===== config.mk =====
export PLATFORM = sky130hd
export DESIGN_NAME = if_fetch_stage
export DESIGN_NICKNAME = d
export VERILOG_FILES = /design/src/rtl/if_fetch_stage.sv
export SDC_FILE = /design/constraint.sdc
export NUM_CORES = 1
export LEC_CHECK = 0
export CAP_MARGIN = 20
export CORE_UTILIZATION = 45
export CTS_BUF_LIST = sky130_fd_sc_hd__clkbuf_4
export DETAILED_ROUTE_END_ITERATION = 10
export HOLD_SLACK_MARGIN = 0.15
export PLACE_DENSITY = 0.77
export SKIP_LAST_GASP = 1
export SLEW_MARGIN = 5
export SYNTH_ARGS = -nofsm -noshare
export SYNTH_HDL_FRONTEND = slang
export SYNTH_SLANG_ARGS = --single-unit

===== constraint.sdc =====
create_clock -name clk -period 5.4 [get_ports clk]
set_input_delay 0.54 -clock clk [delete_from_list [all_inputs] [get_ports clk]]
set_output_delay 0.54 -clock clk [all_outputs]
set_load 0.03 [all_outputs]

===== src/rtl/if_fetch_stage.sv =====
// Instruction fetch stage.
// Owns the PC and keeps at most one request outstanding to a variable-latency
// instruction memory. It presents {PC, instruction, valid} to the IF/ID register.
// A one-entry skid buffer absorbs a response that lands while IF/ID is stalled.
// EX-stage redirects flush the presented instruction. A request that is still in
// flight at redirect time is drained and its data thrown away (DISCARD state).
module if_fetch_stage #(
  parameter int unsigned       WIDTH    = 32,
  parameter logic [WIDTH-1:0]  RESET_PC = 32'h0000_0000,
  parameter logic [WIDTH-1:0]  NOP      = 32'h0000_0013
) (
  input  logic             clk,
  input  logic             rst,
  input  logic             STALL,
  input  logic             REDIRECT,
  input  logic [WIDTH-1:0] REDIRECT_PC,
  output logic             IMEM_REQ,
  output logic [WIDTH-1:0] IMEM_ADDR,
  input  logic [WIDTH-1:0] IMEM_RDATA,
  input  logic             IMEM_VALID,
  output logic [WIDTH-1:0] PC_OUT,
  output logic [WIDTH-1:0] INSTRUCTION_OUT,
  output logic             FETCH_VALID
);

  localparam logic [1:0] ST_FETCH   = 2'd0;  // request outstanding, waiting for data
  localparam logic [1:0] ST_HOLD    = 2'd1;  // response parked in skid, IF/ID stalled
  localparam logic [1:0] ST_DISCARD = 2'd2;  // draining a request made stale by a redirect

  logic [1:0]       state;
  logic [WIDTH-1:0] pc;         // architectural fetch PC (redirect target while draining)
  logic [WIDTH-1:0] skid_addr;
  logic [WIDTH-1:0] skid_data;

  logic             state_legal;
  logic [WIDTH-1:0] redirect_tgt;
  logic [WIDTH-1:0] addr_inc;
  logic [WIDTH-1:0] skid_inc;

  // Instructions are word aligned. The two low target bits are simply dropped.
  assign redirect_tgt = REDIRECT_PC & ~WIDTH'(3);
  // The PC wraps modulo 2^WIDTH. The carry out is discarded on purpose.
  assign addr_inc     = IMEM_ADDR + WIDTH'(4);
  assign skid_inc     = skid_addr + WIDTH'(4);
  assign state_legal  = (state == ST_FETCH) || (state == ST_HOLD) || (state == ST_DISCARD);

  // The request is held while a fetch or a drain is outstanding. It is masked by
  // reset so the memory never sees a request during reset.
  assign IMEM_REQ = ((state == ST_FETCH) || (state == ST_DISCARD)) && !rst;

  // Fetch state machine, PC/address registers, skid buffer and IF/ID-facing outputs.
  // NOTE: every register here uses non-blocking assignments, so all the branches below
  // read the pre-edge values of state, IMEM_ADDR and skid_* regardless of statement order.
  always_ff @(posedge clk) begin
    if (rst || !state_legal) begin
      state           <= ST_FETCH;
      pc              <= RESET_PC;
      IMEM_ADDR       <= RESET_PC;
      PC_OUT          <= '0;
      INSTRUCTION_OUT <= NOP;
      FETCH_VALID     <= 1'b0;
      // NOTE: the skid is only two words of flops. Clearing it on reset costs nothing and
      // guarantees that no pre-reset instruction can ever be replayed.
      skid_addr       <= '0;
      skid_data       <= '0;
    end else if (REDIRECT) begin
      // A redirect beats a stall. The presented instruction is on the wrong path.
      pc              <= redirect_tgt;
      FETCH_VALID     <= 1'b0;
      INSTRUCTION_OUT <= NOP;
      skid_addr       <= '0;
      skid_data       <= '0;
      case (state)
        ST_FETCH: begin
          if (IMEM_VALID) begin
            // The response arrives this very edge. Drop it and start the target fetch.
            IMEM_ADDR <= redirect_tgt;
          end else begin
            // The old request is still in flight. IMEM_ADDR must stay stable until it completes.
            state <= ST_DISCARD;
          end
        end
        ST_HOLD: begin
          state     <= ST_FETCH;
          IMEM_ADDR <= redirect_tgt;
        end
        default: begin
          // ST_DISCARD: keep draining. Only the target changes.
          state <= ST_DISCARD;
        end
      endcase
    end else begin
      case (state)
        ST_FETCH: begin
          if (IMEM_VALID) begin
            if (!STALL) begin
              PC_OUT          <= IMEM_ADDR;
              INSTRUCTION_OUT <= IMEM_RDATA;
              FETCH_VALID     <= 1'b1;
              pc              <= addr_inc;
              IMEM_ADDR       <= addr_inc;
            end else begin
              skid_addr <= IMEM_ADDR;
              skid_data <= IMEM_RDATA;
              state     <= ST_HOLD;
            end
          end else if (!STALL) begin
            // Nothing to hand over this edge. Insert a bubble and keep PC_OUT.
            FETCH_VALID     <= 1'b0;
            INSTRUCTION_OUT <= NOP;
          end
        end
        ST_HOLD: begin
          if (!STALL) begin
            PC_OUT          <= skid_addr;
            INSTRUCTION_OUT <= skid_data;
            FETCH_VALID     <= 1'b1;
            pc              <= skid_inc;
            IMEM_ADDR       <= skid_inc;
            state           <= ST_FETCH;
          end
        end
        default: begin
          // ST_DISCARD: the outputs are already a bubble from the redirect.
          if (IMEM_VALID) begin
            IMEM_ADDR <= pc;
            state     <= ST_FETCH;
          end
        end
      endcase
    end
  end

endmodule


==> impl_metrics.json <==
{
  "maxClockFrequency_mhz": 307.7,
  "seq_area_frac_synth_pct": 40.03,
  "postRouteAntennaNets": 0,
  "critPathRequiredTime_ps": 5920,
  "synth_warnings": 0,
  "drt-initial-drc-count": 1147,
  "gp_congestion": 0.8630,
  "crit_type": "flip-flop to flip-flop",
  "cts_setup_buffers": 0,
  "grt_max_degree": 81,
  "drc": 0,
  "whs_ps": 364.1,
  "grt_pass1_vias": 9176,
  "tns_ps": 0,
  "p_switching_mw": 1.053,
  "hpwl_microns": 19510,
  "worst_slew_pin_slew_ps": 1073,
  "worst_path_max_delay_cell": "dfxtp_1",
  "synth_most_common_cell": "nand2_1",
  "via_per_inst": 5.984,
  "synth_edf_count": 0,
  "synth_top_area_share_pct": 40.03,
  "io_pins": 167,
  "setup-violations-final": 0,
  "finalNetCount": 1457,
  "finalHoldViolCount": 0,
  "cts_buffers": 17,
  "fin_crit_ps": 3250,
  "ctsHoldBuffers": 0,
  "drive_gt1_share_pct": 5.432,
  "clockRootBuffer": "clkbuf_4",
  "synth-async-reset-ratio_pct": 0,
  "dieHeight_microns": 149.2,
  "grt_overflow": 0,
  "grt_pass1_wl_microns": 48380,
  "dr_total_vias": 10023,
  "maxSlewViolCount": 0,
  "p_int_mw": 1.973,
  "routed_wl_microns": 30400,
  "worst_clock_skew_ps": 25.13,
  "ctsHtreeMaxLevel": 4,
  "clock_latency_ps": 630,
  "worstPathMaxFanout": 80,
  "crit_chain": "inv_1 -> nand2_2 -> buf_4 -> nor2_1 -> a2111oi_0 -> o2bb2ai_1",
  "cp-start-kind": "flip-flop",
  "ys_seq_elements": 195,
  "combinationalPowerShare_pct": 19.5,
  "p_leak_nw": 3.880,
  "rsz0062_at_grt": "false",
  "relSlewSlack_pct": 28.47,
  "fin_crit_sh_pct": 60.19,
  "ys.flop_type": "dfxtp_1",
  "synthesis.nets": 1366,
  "status": "finished clean",
  "grt_usage_pct": 27.40,
  "syn_area_sq_um": 9752,
  "cts_buffer_depth": 2,
  "power_density_nw_per_um2": 255.7,
  "clkPwrFrac_pct": 28.0,
  "rows": 53,
  "firstDrtPassIters": 6,
  "sw_frac_of_total_pct": 34.80,
  "power_frac_seq_pct": 52.5,
  "ys_types": 67,
  "die_area_sq_um": 22260,
  "clk_pin_slew_ps": 180,
  "syn_area_per_cell_sq_um": 7.530,
  "cts-resized-gates": 0,
  "synth_cells": 1295,
  "peakVddDrop_v": 0.0001727,
  "die_w_microns": 149.2,
  "min_path_type": "input pin to flip-flop",
  "antenna_found_initial": 1,
  "yosysTopAreaCell": "dfxtp_1",
  "synthToLayoutAreaGrowth_pct": 21.36,
  "wl_per_cell_microns": 18.15,
  "cts_tree": "done",
  "numPortBuffers": 164,
  "start_util_pct": 46.10,
  "synthTopCellsByArea": "dfxtp_1, nand2_1, a21oi_1",
  "core_sq_um": 21150,
  "cp-end-kind": "flip-flop",
  "max_stage_delay_ps": 940,
  "synth.top_cells.by_count": "nand2_1, dfxtp_1, nor2_1, a21oi_1, clkbuf_1",
  "clock-sinks": 195,
  "worstPathArrival_ps": 3770,
  "cap_violations": 0
}
## worst max-delay path, delay by kind of cell (launching register included)
kind | cells | cell delay [ps]
AOI/OAI and AO/OA | 2 | 550
buffers and inverters | 2 | 1340
DFF | 1 | 940
and+or+nand+nor | 2 | 330
## final cells by class
cell class	instances	area, sq um
repair buffers	185	1839
multi-input cells	977	5381
fillers	1937	9319
diodes	1	2.502
inverters	10	37.54
clock inverters	15	198.9
flip-flops and latches	195	3904
clock buffers	17	127.6
well taps	275	344.1
## per-stage QoR
step / std cells / util [%] / setup WS, ps / power [mW] / area [sq um]
floorplan: 1295 / - / 2894 / 1.959 / 9752
global placement: 1641 / 54.26 / 2219 / 2.189 / 11480
detailed placement: 1641 / 54.26 / 2191 / 2.198 / 11480
CTS: 1673 / 55.81 / 2215 / 3.029 / 11810
global route: 1675 / 55.95 / 1996 / 3.154 / 11840
finish: 1675 / 55.95 / 2150 / 3.026 / 11840
## path summary, 6_finish.rpt
| kind | from | to | slack (ps) | cells past startpoint |
|---|---|---|---|---|
| worst max-delay path | state[1] | IMEM_ADDR[14] | 2150 | 6 |
| worst min-delay path | REDIRECT | IMEM_ADDR[27] | 360 | 3 |
| worst max register to register | state[1] | IMEM_ADDR[14] | 2150 | 6 |
| worst min register to register | skid_data[4] | skid_data[4] | 470 | 2 |
## cell families (layout without fill, tap and decap cells)
logic type,after synthesis,in the layout,synth area share [%]
multiplexers,16,16,1.681
XOR/XNOR,50,50,4.491
buffers and inverters,123,227,5.337
other,0,1,0
flip-flops,195,195,40.03
AND/OR/NAND/NOR,591,591,27.06
adder cells (fa/ha/maj),3,3,0.3592
AO/OA/AOI/OAI,317,317,21.04
## state kept, by name, summed over array words and instances, names as in the netlist
name / count
FETCH_VALID: 1
IMEM_ADDR: 32
INSTRUCTION_OUT: 32
PC_OUT: 32
pc: 32
skid_addr: 32
skid_data: 32
state: 2
## cell usage in the layout, fill, tap and decap left out, types with 6 or more instances in the layout
| cell type | instances |
|---|---|
| a31oi_1 | 8 |
| nand2b_1 | 8 |
| inv_1 | 9 |
| nand2_1 | 284 |
| xor2_1 | 22 |
| nand4_1 | 18 |
| a311oi_1 | 35 |
| and3_1 | 22 |
| nand3_1 | 73 |
| dfxtp_1 | 195 |
| nor4_1 | 8 |
| clkdlybuf4s50_1 | 163 |
| a221oi_1 | 12 |
| mux2i_1 | 13 |
| o21ai_0 | 56 |
| clkbuf_4 | 17 |
| nor3_1 | 24 |
| o211ai_1 | 19 |
| nor2_1 | 110 |
| o22ai_1 | 6 |
| clkinv_8 | 7 |
| xnor2_1 | 28 |
| buf_4 | 18 |
| a21oi_1 | 111 |
| or3_1 | 9 |
| a211oi_1 | 20 |
## power by group through the flow
stage / logic [mW] / registers, mW / clock network [mW]
after floorplan: 0.289 / 1.67 / 0
after global placement: 0.574 / 1.61 / 0
after detailed placement: 0.582 / 1.62 / 0
after CTS: 0.585 / 1.59 / 0.858
after global routing: 0.636 / 1.60 / 0.919
final: 0.590 / 1.59 / 0.848
## layer usage
metal	track usage [%]	up-vias	routed length, microns
met3	4.159	87	2543
met5	0	-	0
li1	-	4769	-
met4	11.73	0	912
met2	44.35	480	14070
met1	36.14	4687	12880
Note: power is estimated with default switching activity, not from simulation.
